## src/rtl/switch_sequencer.sv

```systemverilog
// switch_sequencer: queues (setting word, dwell) entries and plays them onto
// the shared decoder/PWM datapath. For each entry: launch a decoder run, wait
// for done (bounded by DEC_TIMEOUT), then hold pwm_en for the programmed dwell
// counted in 1 MHz ticks.
module switch_sequencer #(
  parameter int unsigned DEPTH       = 4,
  parameter int unsigned W_WIDTH     = 13,
  parameter int unsigned DUR_WIDTH   = 16,
  parameter int unsigned DEC_TIMEOUT = 64
) (
  input  logic                     clk,
  input  logic                     reset,
  input  logic                     en,
  input  logic                     abort,
  input  logic                     wr_valid,
  output logic                     wr_ready,
  input  logic [W_WIDTH-1:0]       wr_W,
  input  logic [DUR_WIDTH-1:0]     wr_dur,
  input  logic                     tick_1MHz,
  output logic                     dec_start,
  output logic [W_WIDTH-1:0]       dec_W,
  input  logic                     dec_done,
  output logic                     pwm_en,
  output logic                     busy,
  output logic [$clog2(DEPTH):0]   fifo_count,
  output logic                     timeout_err
);

  localparam int unsigned AW = $clog2(DEPTH);
  localparam int unsigned CW = AW + 1;
  localparam int unsigned TW = $clog2(DEC_TIMEOUT) + 1;

  typedef enum logic [1:0] {
    S_IDLE,
    S_LOAD,
    S_WAIT,
    S_RUN
  } state_e;

  state_e                 state_q, state_d;
  logic [AW-1:0]          wr_ptr_q, wr_ptr_d;
  logic [AW-1:0]          rd_ptr_q, rd_ptr_d;
  logic [CW-1:0]          count_q, count_d;
  logic [DUR_WIDTH-1:0]   active_dur_q, active_dur_d;
  logic [W_WIDTH-1:0]     dec_w_q, dec_w_d;
  logic [TW-1:0]          tmo_q, tmo_d;
  logic [DUR_WIDTH-1:0]   tick_cnt_q, tick_cnt_d;
  logic                   pwm_en_q, pwm_en_d;
  logic                   tmo_err_q, tmo_err_d;

  logic [W_WIDTH-1:0]     mem_w   [DEPTH];
  logic [DUR_WIDTH-1:0]   mem_dur [DEPTH];

  logic push;
  logic pop;

  assign wr_ready    = (count_q < CW'(DEPTH)) && !abort;
  assign push        = wr_valid && wr_ready;
  assign pop         = (state_q == S_LOAD);
  assign dec_start   = (state_q == S_LOAD);
  // The head word is shown directly during LOAD so dec_W is already valid
  // in the dec_start cycle; afterwards the registered copy holds it.
  assign dec_W       = (state_q == S_LOAD) ? mem_w[rd_ptr_q] : dec_w_q;
  assign pwm_en      = pwm_en_q;
  assign busy        = (state_q != S_IDLE);
  assign fifo_count  = count_q;
  assign timeout_err = tmo_err_q;

  // Queue storage write port (contents need no reset; count qualifies them)
  always_ff @(posedge clk) begin
    if (push) begin
      mem_w[wr_ptr_q]   <= wr_W;
      mem_dur[wr_ptr_q] <= wr_dur;
    end
  end

  // Next-state logic for sequencer FSM, queue pointers and counters
  always_comb begin
    state_d      = state_q;
    wr_ptr_d     = wr_ptr_q;
    rd_ptr_d     = rd_ptr_q;
    count_d      = count_q;
    active_dur_d = active_dur_q;
    dec_w_d      = dec_w_q;
    tmo_d        = tmo_q;
    tick_cnt_d   = tick_cnt_q;
    pwm_en_d     = (state_q == S_RUN) && en;
    tmo_err_d    = tmo_err_q;

    if (push) wr_ptr_d = wr_ptr_q + AW'(1);
    if (pop)  rd_ptr_d = rd_ptr_q + AW'(1);
    case ({push, pop})
      2'b10:   count_d = count_q + CW'(1);
      2'b01:   count_d = count_q - CW'(1);
      default: count_d = count_q;
    endcase

    case (state_q)
      S_IDLE: begin
        if (en && (count_q != '0)) state_d = S_LOAD;
      end
      S_LOAD: begin
        active_dur_d = mem_dur[rd_ptr_q];
        dec_w_d      = mem_w[rd_ptr_q];
        tmo_d        = '0;
        state_d      = S_WAIT;
      end
      S_WAIT: begin
        if (dec_done) begin
          if (active_dur_q == '0) begin
            state_d = S_IDLE;
          end else begin
            state_d    = S_RUN;
            tick_cnt_d = '0;
          end
        end else if (tmo_q == TW'(DEC_TIMEOUT - 2)) begin
          // Counter would reach DEC_TIMEOUT-1 on this cycle: give up on the entry
          tmo_err_d = 1'b1;
          state_d   = S_IDLE;
        end else begin
          tmo_d = tmo_q + TW'(1);
        end
      end
      S_RUN: begin
        if (tick_1MHz && en) begin
          if (tick_cnt_q == active_dur_q - DUR_WIDTH'(1)) begin
            state_d = (count_q != '0) ? S_LOAD : S_IDLE;
          end else begin
            tick_cnt_d = tick_cnt_q + DUR_WIDTH'(1);
          end
        end
      end
      default: state_d = S_IDLE;
    endcase

    if (abort) begin
      state_d    = S_IDLE;
      wr_ptr_d   = '0;
      rd_ptr_d   = '0;
      count_d    = '0;
      tmo_d      = '0;
      tick_cnt_d = '0;
      pwm_en_d   = 1'b0;
      tmo_err_d  = 1'b0;
    end
  end

  // State and counter registers with asynchronous active-low reset
  always_ff @(posedge clk or negedge reset) begin
    if (!reset) begin
      state_q      <= S_IDLE;
      wr_ptr_q     <= '0;
      rd_ptr_q     <= '0;
      count_q      <= '0;
      active_dur_q <= '0;
      dec_w_q      <= '0;
      tmo_q        <= '0;
      tick_cnt_q   <= '0;
      pwm_en_q     <= 1'b0;
      tmo_err_q    <= 1'b0;
    end else begin
      state_q      <= state_d;
      wr_ptr_q     <= wr_ptr_d;
      rd_ptr_q     <= rd_ptr_d;
      count_q      <= count_d;
      active_dur_q <= active_dur_d;
      dec_w_q      <= dec_w_d;
      tmo_q        <= tmo_d;
      tick_cnt_q   <= tick_cnt_d;
      pwm_en_q     <= pwm_en_d;
      tmo_err_q    <= tmo_err_d;
    end
  end

endmodule

```

## config.mk

```make
export PLATFORM = sky130hd
export DESIGN_NAME = switch_sequencer
export DESIGN_NICKNAME = d
export VERILOG_FILES = /design/src/rtl/switch_sequencer.sv
export SDC_FILE = /design/constraint.sdc
export NUM_CORES = 1
export LEC_CHECK = 0
export BUFFER_PORTS_ARGS = -buffer_cell sky130_fd_sc_hd__buf_2
export CELL_PAD_IN_SITES_DETAIL_PLACEMENT = 0
export CELL_PAD_IN_SITES_GLOBAL_PLACEMENT = 1
export CORE_MARGIN = 5
export CORE_UTILIZATION = 54
export DETAILED_ROUTE_END_ITERATION = 6
export PLACE_DENSITY_LB_ADDON = 0.1
export SKIP_CTS_REPAIR_TIMING = 1
export SYNTH_ARGS = -nofsm -noshare
export SYNTH_HDL_FRONTEND = slang
export SYNTH_SLANG_ARGS = --single-unit
```

## constraint.sdc

```tcl
create_clock -name clk -period 6.3 [get_ports clk]
set_input_delay 0.63 -clock clk [delete_from_list [all_inputs] [get_ports clk]]
set_output_delay 0.63 -clock clk [all_outputs]
set_load 0.02 [all_outputs]
```

==> results.yml <==
synthesis:
  yosysWarnings: 0
  synth.yosys.seq_area_share_pct: 65.24
  synthArstFlopShare_pct: 35.20
  ys_ff_latch: 179
  ys.flop_type: "edfxtp_1"
  synthCells: 560
  avgSynthCellArea_um2: 13.85
  ys_types: 61
  synth_edf_count: 116
  syn-cell-area_um2: 7756
  synth_nets: 606
run:
  max_cap_violations: 0
timing:
  fin_ws_ns: 3.316
  hold_violations: 0
  period_share_pct: 47.36
  finalMaxSlewViolations: 0
  fin_tns_setup_ns: 0
  holdWs_ns: 0.3970
  setup_violations: 0
  min_period_ns: 2.984
  grt_setup_unrepaired: "no"
  tightest_slew_ns: 0.8683
  fmax_mhz: 335.2
  finClkSkew_ns: 0.01164
  slew-limit-headroom_pct: 42.12
finish:
  final_common_cell: "edfxtp_1"
  syn_to_final_growth_pct: 14.94
  ff_latch_area_um2: 5061
  drive_above_1_share_pct: 22.66
  final_cells: 811
  most-common-layout-cells: "edfxtp_1, nand2_1, dfrtp_1"
  utilization_pct: 63.73
  multi_input_area_um2: 2542
  fin_area_um2: 8915
  nFillCells: 1082
  diodes: 0
  fin_nets: 664
critical_path:
  worstSetupEndpointType: "output pin"
  worstSetupPathType: "reg2out"
  required_ns: 5.67
  worst-path-buf-inv: 2
  reg2reg_from: "active_dur_q[8]$_DFFE_PN0P_"
  r2r_end: "tick_cnt_q[8]$_DFFE_PN0P_"
  critPathMaxFanout: 28
  path_cells: "buf_4, mux4_2, nand2_1, nand2_1, buf_2"
  slowest_stage: "mux4_2"
  startpoint_type: "flop"
  cp_common_cell: "nand2_1"
  cp_data_arrival_time_ns: 2.35
  r2r_cells: 8
  r2r_slack_ns: 3.46
  crit_family: "buffers and inverters"
  critPathMaxStageDelay_ns: 0.61
global_route:
  grt_max_degree: 64
  grt-ovfl-total: 0
  grt_pass1_wl_um: 25260
  grt_antenna_before_repair: 0
  grt_usage_pct: 19.73
  grt_pass1_vias: 4736
power:
  peakVddDrop_mv: 0.3594
  p_comb_share_pct: 24.8
  p_switching_mw: 1.125
  cellLeakagePower_nw: 3.421
  switching_share_pct: 30.78
  p_clk_share_pct: 33.5
  power.density_nw_per_um2: 410.0
  internal-power_mw: 2.530
  p_seq_share_pct: 41.7
  fin_total_pwr_mw: 3.655
placement:
  gp_congestion: 0.8077
  io_buffers: 56
  dpl_cell_area_um2: 8222
  hpwl_um: 9716
  post-place-cells: 779
  dpl_worst_slack_ns: 3.441
cts:
  clock_latency_ns: 0.43
  clock-sinks: 179
  cts_tree: "done"
  clkTransAtPathRegs_ns: 0.07
  cts_buffers: 17
  max-clock-path-buffers: 2
  clockRootBuffer: "clkbuf_16"
  htree_levels: 4
route:
  vias: 4608
  wl_per_cell_um: 18.83
  drt-total-wl_um: 15270
  ant_nets: 0
  drtIter0Drc: 299
  first_pass_iters: 4
  drc_errors: 0
  viasPerCell: 5.682
floorplanning:
  chipWidth_um: 129.8
  ios: 57
  core-area_um2: 13990
  rows: 43
  dieHeight_um: 129.8
  dieArea_um2: 16860
  initial_core_util_pct: 55.45
worst_hold_path:
  hp-class: "in2async"
outcome:
  outcome: "complete, no violations"
cell usage after synthesis, types with 2 or more instances:
| master | instances | share of area (%) |
|---|---|---|
| nor4_1 | 3 | 0.24 |
| inv_1 | 11 | 0.53 |
| and2_1 | 6 | 0.48 |
| or2_2 | 2 | 0.16 |
| a41oi_1 | 3 | 0.34 |
| and3_1 | 4 | 0.32 |
| nand3b_1 | 3 | 0.29 |
| nand2_1 | 101 | 4.9 |
| nand4_1 | 8 | 0.65 |
| nor4_2 | 3 | 0.48 |
| nor3_1 | 10 | 0.65 |
| o21ai_0 | 14 | 0.90 |
| buf_2 | 3 | 0.19 |
| xnor2_1 | 23 | 2.6 |
| dfrtp_1 | 63 | 20 |
| a21oi_1 | 17 | 1.1 |
| o21ai_1 | 5 | 0.32 |
| nor2b_1 | 3 | 0.24 |
| a2111oi_2 | 2 | 0.39 |
| or4_1 | 5 | 0.48 |
| a41o_1 | 2 | 0.26 |
| nor2_1 | 29 | 1.4 |
| mux4_2 | 29 | 8.4 |
| edfxtp_1 | 116 | 45 |
| nand3_1 | 9 | 0.58 |
| nor3b_1 | 2 | 0.19 |
| xor2_1 | 11 | 1.2 |
| ha_1 | 9 | 1.5 |
| or3_1 | 6 | 0.48 |
| a31oi_1 | 4 | 0.32 |
| buf_1 | 6 | 0.29 |
| clkbuf_1 | 16 | 0.77 |
| o31ai_1 | 4 | 0.39 |
sequential cells by signal, summed over array words and instances (netlist names):
name          cells
rd_ptr_q          2
mem_dur          64
active_dur_q     16
pwm_en            1
tick_cnt_q       16
fifo_count        3
mem_w            52
state_q           2
timeout_err       1
tmo_q             7
dec_w_q          13
wr_ptr_q          2
worst reg2reg max path: stages, from the launching register on:
cell and delay (ns):
dfrtp_1 0.53, nor4_2 0.13, and3b_1 0.21, a31oi_1 0.37, or2_1 0.55, nor2_4 0.13
a21o_4 0.27, or4_1 0.42, a21oi_1 0.17
layer usage:
| layer | global-route usage (%) | share of wire [%] |
|---|---|---|
| met3 | 5.690 | 5.0 |
| met1 | 27.33 | 46 |
| met5 | 0 | 0 |
| met2 | 31.45 | 48 |
| met4 | 4.523 | 0.90 |
worst max path at each step:
stage / from / to / slack (ns) / depth (start not counted)
2_1_floorplan: wr_valid / mem_dur[0][0]$_DFFE_PP_ / 3.86 / 4
3_3_place_gp: active_dur_q[2]$_DFFE_PN0P_ / tick_cnt_q[6]$_DFFE_PN0P_ / 3.54 / 8
3_5_place_dp: active_dur_q[2]$_DFFE_PN0P_ / tick_cnt_q[9]$_DFFE_PN0P_ / 3.44 / 8
4_1_cts: rd_ptr_q[0]$_DFFE_PN0P_ / dec_W[8] / 3.27 / 5
5_1_grt: rd_ptr_q[0]$_DFFE_PN0P_ / dec_W[8] / 3.14 / 5
6_report: rd_ptr_q[0]$_DFFE_PN0P_ / dec_W[8] / 3.32 / 5
power groups by stage:
stage / combinational, mW / clock (mW) / sequential (mW)
6_report: 0.905 / 1.22 / 1.53
5_1_grt: 1.01 / 1.30 / 1.55
4_1_cts: 0.922 / 1.25 / 1.53
3_5_place_dp: 0.916 / 0 / 1.55
3_3_place_gp: 0.902 / 0 / 1.54
2_1_floorplan: 0.678 / 0 / 1.52
cell families (layout without fill, tap and decap cells):
logic type,count (synthesis),in the layout,share of synthesized area (%)
AND/OR/NAND/NOR,203,203,12.65
flip-flops,179,179,65.24
AO/OA/AOI/OAI,65,65,5.888
buffers and inverters,38,109,1.984
XOR/XNOR,34,34,3.839
multiplexers,31,31,8.695
adder cells (fa/ha/maj),10,10,1.710
final cells by class:
class	count	area share (%)
sequential	179	56.77
inverter	12	0.5053
timing repair buffer	65	3.902
clock inverter	15	3.004
tap	180	2.526
clock buffer	17	4.772
multi-input combinational	343	28.52
Power figures use the tool's default switching activity.
